File: src/rtl/complex_pkg.sv
// Shared types for the complex component stream: pair word, component tag,
// and the pair assembler state encoding.
package complex_pkg;

    typedef enum logic {
        RE = 1'b0,
        IM = 1'b1
    } c_type_t;

    typedef struct packed {
        logic signed [31:0] x;
        logic signed [31:0] y;
    } c_t;

    typedef enum logic {
        WAIT_RE = 1'b0,
        WAIT_IM = 1'b1
    } asm_state_t;

endpackage

File: src/rtl/cplx_fifo.sv
// Synchronous FIFO of c_t words with full/empty flags; head is read straight
// from the registered storage so it is stable for the whole cycle.
module cplx_fifo
    import complex_pkg::*;
#(
    parameter int unsigned DEPTH = 2
) (
    input  logic clk,
    input  logic rst,
    input  logic push,
    input  c_t   push_data,
    input  logic pop,
    output c_t   head,
    output logic full,
    output logic empty
);

    localparam int unsigned AW = (DEPTH > 1) ? $clog2(DEPTH) : 1;
    localparam logic [AW:0] FULL_CNT = (AW + 1)'(DEPTH);

    logic [AW-1:0] wr_ptr_q, wr_ptr_d;
    logic [AW-1:0] rd_ptr_q, rd_ptr_d;
    logic [AW:0]   count_q, count_d;
    c_t            mem_q [DEPTH];
    c_t            mem_d [DEPTH];
    logic          do_push;
    logic          do_pop;

    assign full  = (count_q == FULL_CNT);
    assign empty = (count_q == '0);
    assign head  = mem_q[rd_ptr_q];

    always_comb begin
        do_push  = push & ~full;
        do_pop   = pop & ~empty;
        wr_ptr_d = wr_ptr_q;
        rd_ptr_d = rd_ptr_q;
        count_d  = count_q;
        mem_d    = mem_q;
        if (do_push) begin
            mem_d[wr_ptr_q] = push_data;
            wr_ptr_d        = wr_ptr_q + 1'b1;
        end
        if (do_pop) begin
            rd_ptr_d = rd_ptr_q + 1'b1;
        end
        case ({do_push, do_pop})
            2'b10:   count_d = count_q + 1'b1;
            2'b01:   count_d = count_q - 1'b1;
            default: count_d = count_q;
        endcase
    end

    always_ff @(posedge clk) begin
        if (rst) begin
            wr_ptr_q <= '0;
            rd_ptr_q <= '0;
            count_q  <= '0;
            mem_q    <= '{default: '0};
        end else begin
            wr_ptr_q <= wr_ptr_d;
            rd_ptr_q <= rd_ptr_d;
            count_q  <= count_d;
            mem_q    <= mem_d;
        end
    end

endmodule

File: src/rtl/complex_pair_assembler.sv
// Pairs RE/IM tagged components into c_t words, buffers them in a small FIFO,
// flags out-of-order components and counts delivered pairs.
module complex_pair_assembler
    import complex_pkg::*;
#(
    parameter int unsigned OUT_DEPTH = 2,
    parameter int unsigned CNT_W     = 16
) (
    input  logic              clk,
    input  logic              rst,
    input  logic              in_valid,
    output logic              in_ready,
    input  c_type_t           in_type,
    input  logic [31:0]       in_data,
    output logic              out_valid,
    input  logic              out_ready,
    output c_t                out_c,
    output logic              err_order,
    output logic [CNT_W-1:0]  pair_cnt
);

    asm_state_t         state_q, state_d;
    logic [31:0]        x_q, x_d;
    logic               err_q, err_d;
    logic [CNT_W-1:0]   cnt_q, cnt_d;
    logic               in_fire;
    logic               out_fire;
    logic               push;
    c_t                 push_data;
    logic               fifo_full;
    logic               fifo_empty;

    // An RE is always acceptable in WAIT_RE since it only loads the holding register.
    assign in_ready  = (state_q == WAIT_RE) | ~fifo_full;
    assign in_fire   = in_valid & in_ready;
    assign out_valid = ~fifo_empty;
    assign out_fire  = out_valid & out_ready;
    assign err_order = err_q;
    assign pair_cnt  = cnt_q;
    assign push_data = '{x: x_q, y: in_data};

    always_comb begin
        state_d = state_q;
        x_d     = x_q;
        err_d   = 1'b0;
        push    = 1'b0;
        if (in_fire) begin
            case (state_q)
                WAIT_RE: begin
                    if (in_type == RE) begin
                        x_d     = in_data;
                        state_d = WAIT_IM;
                    end else begin
                        err_d = 1'b1;
                    end
                end
                WAIT_IM: begin
                    if (in_type == IM) begin
                        push    = 1'b1;
                        state_d = WAIT_RE;
                    end else begin
                        x_d   = in_data;
                        err_d = 1'b1;
                    end
                end
                default: state_d = WAIT_RE;
            endcase
        end
        cnt_d = cnt_q;
        if (out_fire && (cnt_q != '1)) begin
            cnt_d = cnt_q + 1'b1;
        end
    end

    always_ff @(posedge clk) begin
        if (rst) begin
            state_q <= WAIT_RE;
            x_q     <= '0;
            err_q   <= 1'b0;
            cnt_q   <= '0;
        end else begin
            state_q <= state_d;
            x_q     <= x_d;
            err_q   <= err_d;
            cnt_q   <= cnt_d;
        end
    end

    cplx_fifo #(
        .DEPTH(OUT_DEPTH)
    ) u_fifo (
        .clk       (clk),
        .rst       (rst),
        .push      (push),
        .push_data (push_data),
        .pop       (out_ready),
        .head      (out_c),
        .full      (fifo_full),
        .empty     (fifo_empty)
    );

endmodule

File: config.mk
export PLATFORM = sky130hd
export DESIGN_NAME = complex_pair_assembler
export DESIGN_NICKNAME = d
export VERILOG_FILES = /design/src/rtl/complex_pkg.sv /design/src/rtl/cplx_fifo.sv /design/src/rtl/complex_pair_assembler.sv
export SDC_FILE = /design/constraint.sdc
export NUM_CORES = 1
export LEC_CHECK = 0
export CORE_UTILIZATION = 35
export DETAILED_ROUTE_END_ITERATION = 8
export HOLD_SLACK_MARGIN = 0.08
export PLACE_DENSITY = 0.61
export SLEW_MARGIN = 20
export SYNTH_ARGS = -nofsm -noshare
export SYNTH_HDL_FRONTEND = slang
export SYNTH_SLANG_ARGS = --single-unit
File: constraint.sdc
create_clock -name clk -period 5.24 [get_ports clk]
set_input_delay 0.786 -clock clk [delete_from_list [all_inputs] [get_ports clk]]
set_output_delay 0.786 -clock clk [all_outputs]
set_load 0.03 [all_outputs]
==> tab_implementation.tex <==
\begin{tabular}{lr}
\hline
Metric & Value \\
\hline
\multicolumn{2}{l}{\textbf{Run status}} \\
Outcome & finished, final reports clean \\
\multicolumn{2}{l}{\textbf{Layout}} \\
Most common cell after layout, fill and taps aside & sky130\_fd\_sc\_hd\_\_nand2\_1 \\
Area taken by flip-flops and latches & 3640 um2 \\
Fill cell instance count of the final layout & 2,019 \\
Number of diodes & 0 \\
Fraction of final layout cells with drive strength greater than 1 & 11.7\% \\
Non-Filler Instances & 1,269 \\
Area of combinational cells with multiple inputs & 3450 um2 \\
Final \#Nets & 1,026 \\
Area growth, synth to finish & 26.8\% \\
Most frequent cells in the layout & sky130\_fd\_sc\_hd\_\_nand2\_1, sky130\_fd\_sc\_hd\_\_dfxtp\_1, sky130\_fd\_sc\_hd\_\_a21oi\_1, sky130\_fd\_sc\_hd\_\_clkdlybuf4s50\_1, sky130\_fd\_sc\_hd\_\_mux2\_2 \\
\multicolumn{2}{l}{\textbf{Synth}} \\
Register area share after synthesis & 49.7\% \\
Biggest area consumer among synthesized cells & sky130\_fd\_sc\_hd\_\_dfxtp\_1 \\
Proportion of synthesized flip-flops having asynchronous set or reset & 0\% \\
Netlist Area Pre-Place & 7340 um2 \\
Cell count after synthesis & 904 \\
Post-synthesis mux area share & 10.7\% \\
Nets in the synthesized netlist & 944 \\
Synthesis-stage register bit count & 182 \\
Synth warn & 0 \\
Mean cell area of the mapped netlist & 8.12 um2 \\
Synthesized-area fraction occupied by xor and xnor cells & 0.358\% \\
Fraction of post-synthesis cell area in the top cell type by area & 49.7\% \\
Post-synth cell types & 34 \\
Prevailing post-synth register cell & sky130\_fd\_sc\_hd\_\_dfxtp\_1 \\
Synthesized-area fraction occupied by ao, oa, aoi and oai cells & 13.5\% \\
Adder-cell area share of the yosys netlist & 0.512\% \\
Simple-gate share of the synthesized area & 21.7\% \\
Main area contributors after synthesis & sky130\_fd\_sc\_hd\_\_dfxtp\_1, sky130\_fd\_sc\_hd\_\_nand2\_1, sky130\_fd\_sc\_hd\_\_a21oi\_1, sky130\_fd\_sc\_hd\_\_mux2\_2, sky130\_fd\_sc\_hd\_\_clkbuf\_1 \\
Largest family of logic cells by synthesized area & simple AND/OR/NAND/NOR gates \\
EDFF count, synth & 0 \\
\multicolumn{2}{l}{\textbf{GRT}} \\
Via count of the first global-routing pass & 5,849 \\
Total congestion overflow & 0 \\
Aggregate global-route resource usage & 18.4\% \\
Pin count of the biggest net entering global routing & 148 \\
First-pass GRT wire length & 31,500 um \\
Number of antenna violations at the first check in global routing & 0 \\
\multicolumn{2}{l}{\textbf{STA}} \\
Number of hold violations in the final report & 0 \\
Final Critical Period & 3230 ps \\
Worst clock skew & 7.81 ps \\
Final setup violation count & 0 \\
Hold Slack & 452 ps \\
Final TNS setup & 0 ps \\
Tcrit/Tclk final & 61.7\% \\
Fmax achieved & 0.309 GHz \\
Relative max-transition margin & 28.4\% \\
Number of max-slew violations in the final report & 0 \\
Slew at the pin closest to its max-slew limit & 1070 ps \\
Setup repair after global routing missed its margin & no \\
\multicolumn{2}{l}{\textbf{Setup path}} \\
CP Class & flip-flop to output port \\
Max stage delay cell, worst path & sky130\_fd\_sc\_hd\_\_clkdlybuf4s50\_1 \\
CP max FO & 29 \\
Nature of the critical path startpoint & flip-flop \\
Critical Path Sink Type & output port \\
Arrival time worst endpoint & 2450 ps \\
Data required time of the worst path & 4450 ps \\
Series of cell instances along the critical path & buf\_4, mux2\_2, clkdlybuf4s50\_1 \\
Worst path max stage delay & 650 ps \\
\multicolumn{2}{l}{\textbf{Clock network}} \\
Hold buffers post-CTS & 0 \\
Clk slew on worst S/H paths & 60 ps \\
Post-cts resize count & 0 \\
Postcts setup bufs & 0 \\
Clock tree sinks & 182 \\
Buffer type at the clock tree root & sky130\_fd\_sc\_hd\_\_clkbuf\_16 \\
Number of buffers created by CTS & 17 \\
Deepest clock path buffer count & 2 \\
Insertion delay of the later-clocked pin in the worst-skew pair & 430 ps \\
H-tree Lvls & 4 \\
TritonCTS clock tree & yes \\
\multicolumn{2}{l}{\textbf{Drt}} \\
Detailed-routed wire length on met2 & 8720 um \\
Total length of routed wires & 19,500 um \\
Total length of routed met3 wires & 638 um \\
DR WL/cell & 15.4 um \\
Highest metal used & met4 \\
Antenna-violating nets left & 0 \\
Iter 0 DRT Violations & 525 \\
Pre-antenna DRT Iters & 5 \\
Via/cell ratio & 4.89 \\
Wire length the detailed router placed on met1 & 9860 um \\
Remaining design rule violation count & 0 \\
Count of vias placed by the detailed router & 6,211 \\
\multicolumn{2}{l}{\textbf{Placed design}} \\
Final weighted congestion of routability-driven global placement & 0.780 \\
Detail Placement HPWL & 12,000 um \\
Placed cells & 1,237 \\
Number of buffers inserted by port buffering & 119 \\
\multicolumn{2}{l}{\textbf{Floorplan}} \\
Die ar. & 21,500 um2 \\
Placeable core region & 20,400 um2 \\
Core Rows & 52 \\
I/O pin count & 120 \\
Die Span Y & 147 um \\
Die width & 147 um \\
Effective utilization at floorplan & 36.0\% \\
\multicolumn{2}{l}{\textbf{Run}} \\
Max Cap Viol & 0 \\
\multicolumn{2}{l}{\textbf{Power}} \\
Cell Pwr Density & 308 nW/um2 \\
Peak VDD IR & 219 uV \\
Static Leakage & 3.13 nW \\
\multicolumn{2}{l}{\textbf{Worst hold path}} \\
Classification of the worst-slack hold path & flip-flop to flip-flop \\
\hline
\end{tabular}
## critical path: cells and delay by family, from the launching register on
kind / cells / cell delay, ps
flip-flops: 1 / 520
buffers and inverters: 2 / 1110
multiplexers: 1 / 390
## power by group
group | internal [mW] | leakage, nW | total (mW) | switching (mW)
clock network | 0.696 | 0.290 | 1.27 | 0.575
logic | 0.0687 | 1.37 | 0.172 | 0.104
registers | 1.40 | 1.47 | 1.42 | 0.0169
## worst paths after layout
kind / from / endpoint / slack, ps / cells past startpoint
max: u_fifo.rd_ptr_q / out_c[24] / 2010 / 3
min: u_fifo.mem_q[123] / u_fifo.mem_q[123] / 450 / 2
max reg2reg: u_fifo.count_q[0] / u_fifo.mem_q[11] / 2960 / 5
min reg2reg: u_fifo.mem_q[123] / u_fifo.mem_q[123] / 450 / 2
## layout make-up
class / count / share of cell area [%]
clock buffer: 19 / 4.87
clock inverter: 13 / 1.51
inverter: 3 / 0.121
multi-input combinational: 654 / 37.1
sequential: 182 / 39.2
tap: 270 / 3.63
timing repair buffer: 128 / 13.6
## layer usage
metal / vias up / global-route usage, %
met3: 21 / 3.26
met5: - / 0
met1: 2885 / 26.1
li1: 3186 / -
met2: 119 / 27.7
met4: 0 / 7.08
## flip-flops by register name, indices dropped and copies added (netlist names)
register and cells:
state_q 1, u_fifo.wr_ptr_q 1, x_q 32, u_fifo.mem_q 128, err_order 1, pair_cnt 16, u_fifo.count_q 2, u_fifo.rd_ptr_q 1
## Yosys cell counts, types with 2 or more instances
cell type	count
sky130_fd_sc_hd__a21oi_1	177
sky130_fd_sc_hd__and3_1	3
sky130_fd_sc_hd__and4_1	3
sky130_fd_sc_hd__buf_1	5
sky130_fd_sc_hd__clkbuf_1	59
sky130_fd_sc_hd__dfxtp_1	182
sky130_fd_sc_hd__ha_1	3
sky130_fd_sc_hd__inv_1	3
sky130_fd_sc_hd__mux2_2	69
sky130_fd_sc_hd__nand2_1	330
sky130_fd_sc_hd__nand2b_1	5
sky130_fd_sc_hd__nand3_1	6
sky130_fd_sc_hd__nand4_1	5
sky130_fd_sc_hd__nor2_1	7
sky130_fd_sc_hd__nor2b_1	5
sky130_fd_sc_hd__nor4_1	2
sky130_fd_sc_hd__o21ai_0	4
sky130_fd_sc_hd__o31ai_1	6
sky130_fd_sc_hd__o41ai_1	2
sky130_fd_sc_hd__or3_1	6
sky130_fd_sc_hd__or4_1	8
sky130_fd_sc_hd__xnor2_1	2
## cell families after synthesis
kind of cell | Yosys count
muxes | 70
buffers and inverters | 68
xor gates and xnor gates | 3
adders and majority gates | 3
and+or+nand+nor | 386
DFF | 182
AOI/OAI and AO/OA | 192
## stage by stage
step	utilization (%)	instance area [um2]	power, mW	setup slack, ps
6_report	45.7	9300	2.86	2010
3_3_place_gp	42.8	8710	1.62	2130
2_1_floorplan	-	7340	1.54	3040
4_1_cts	45.7	9300	2.89	1980
3_5_place_dp	42.8	8710	1.62	2090
5_1_grt	45.7	9300	2.96	1920
Note: power is estimated with default switching activity, not from simulation.
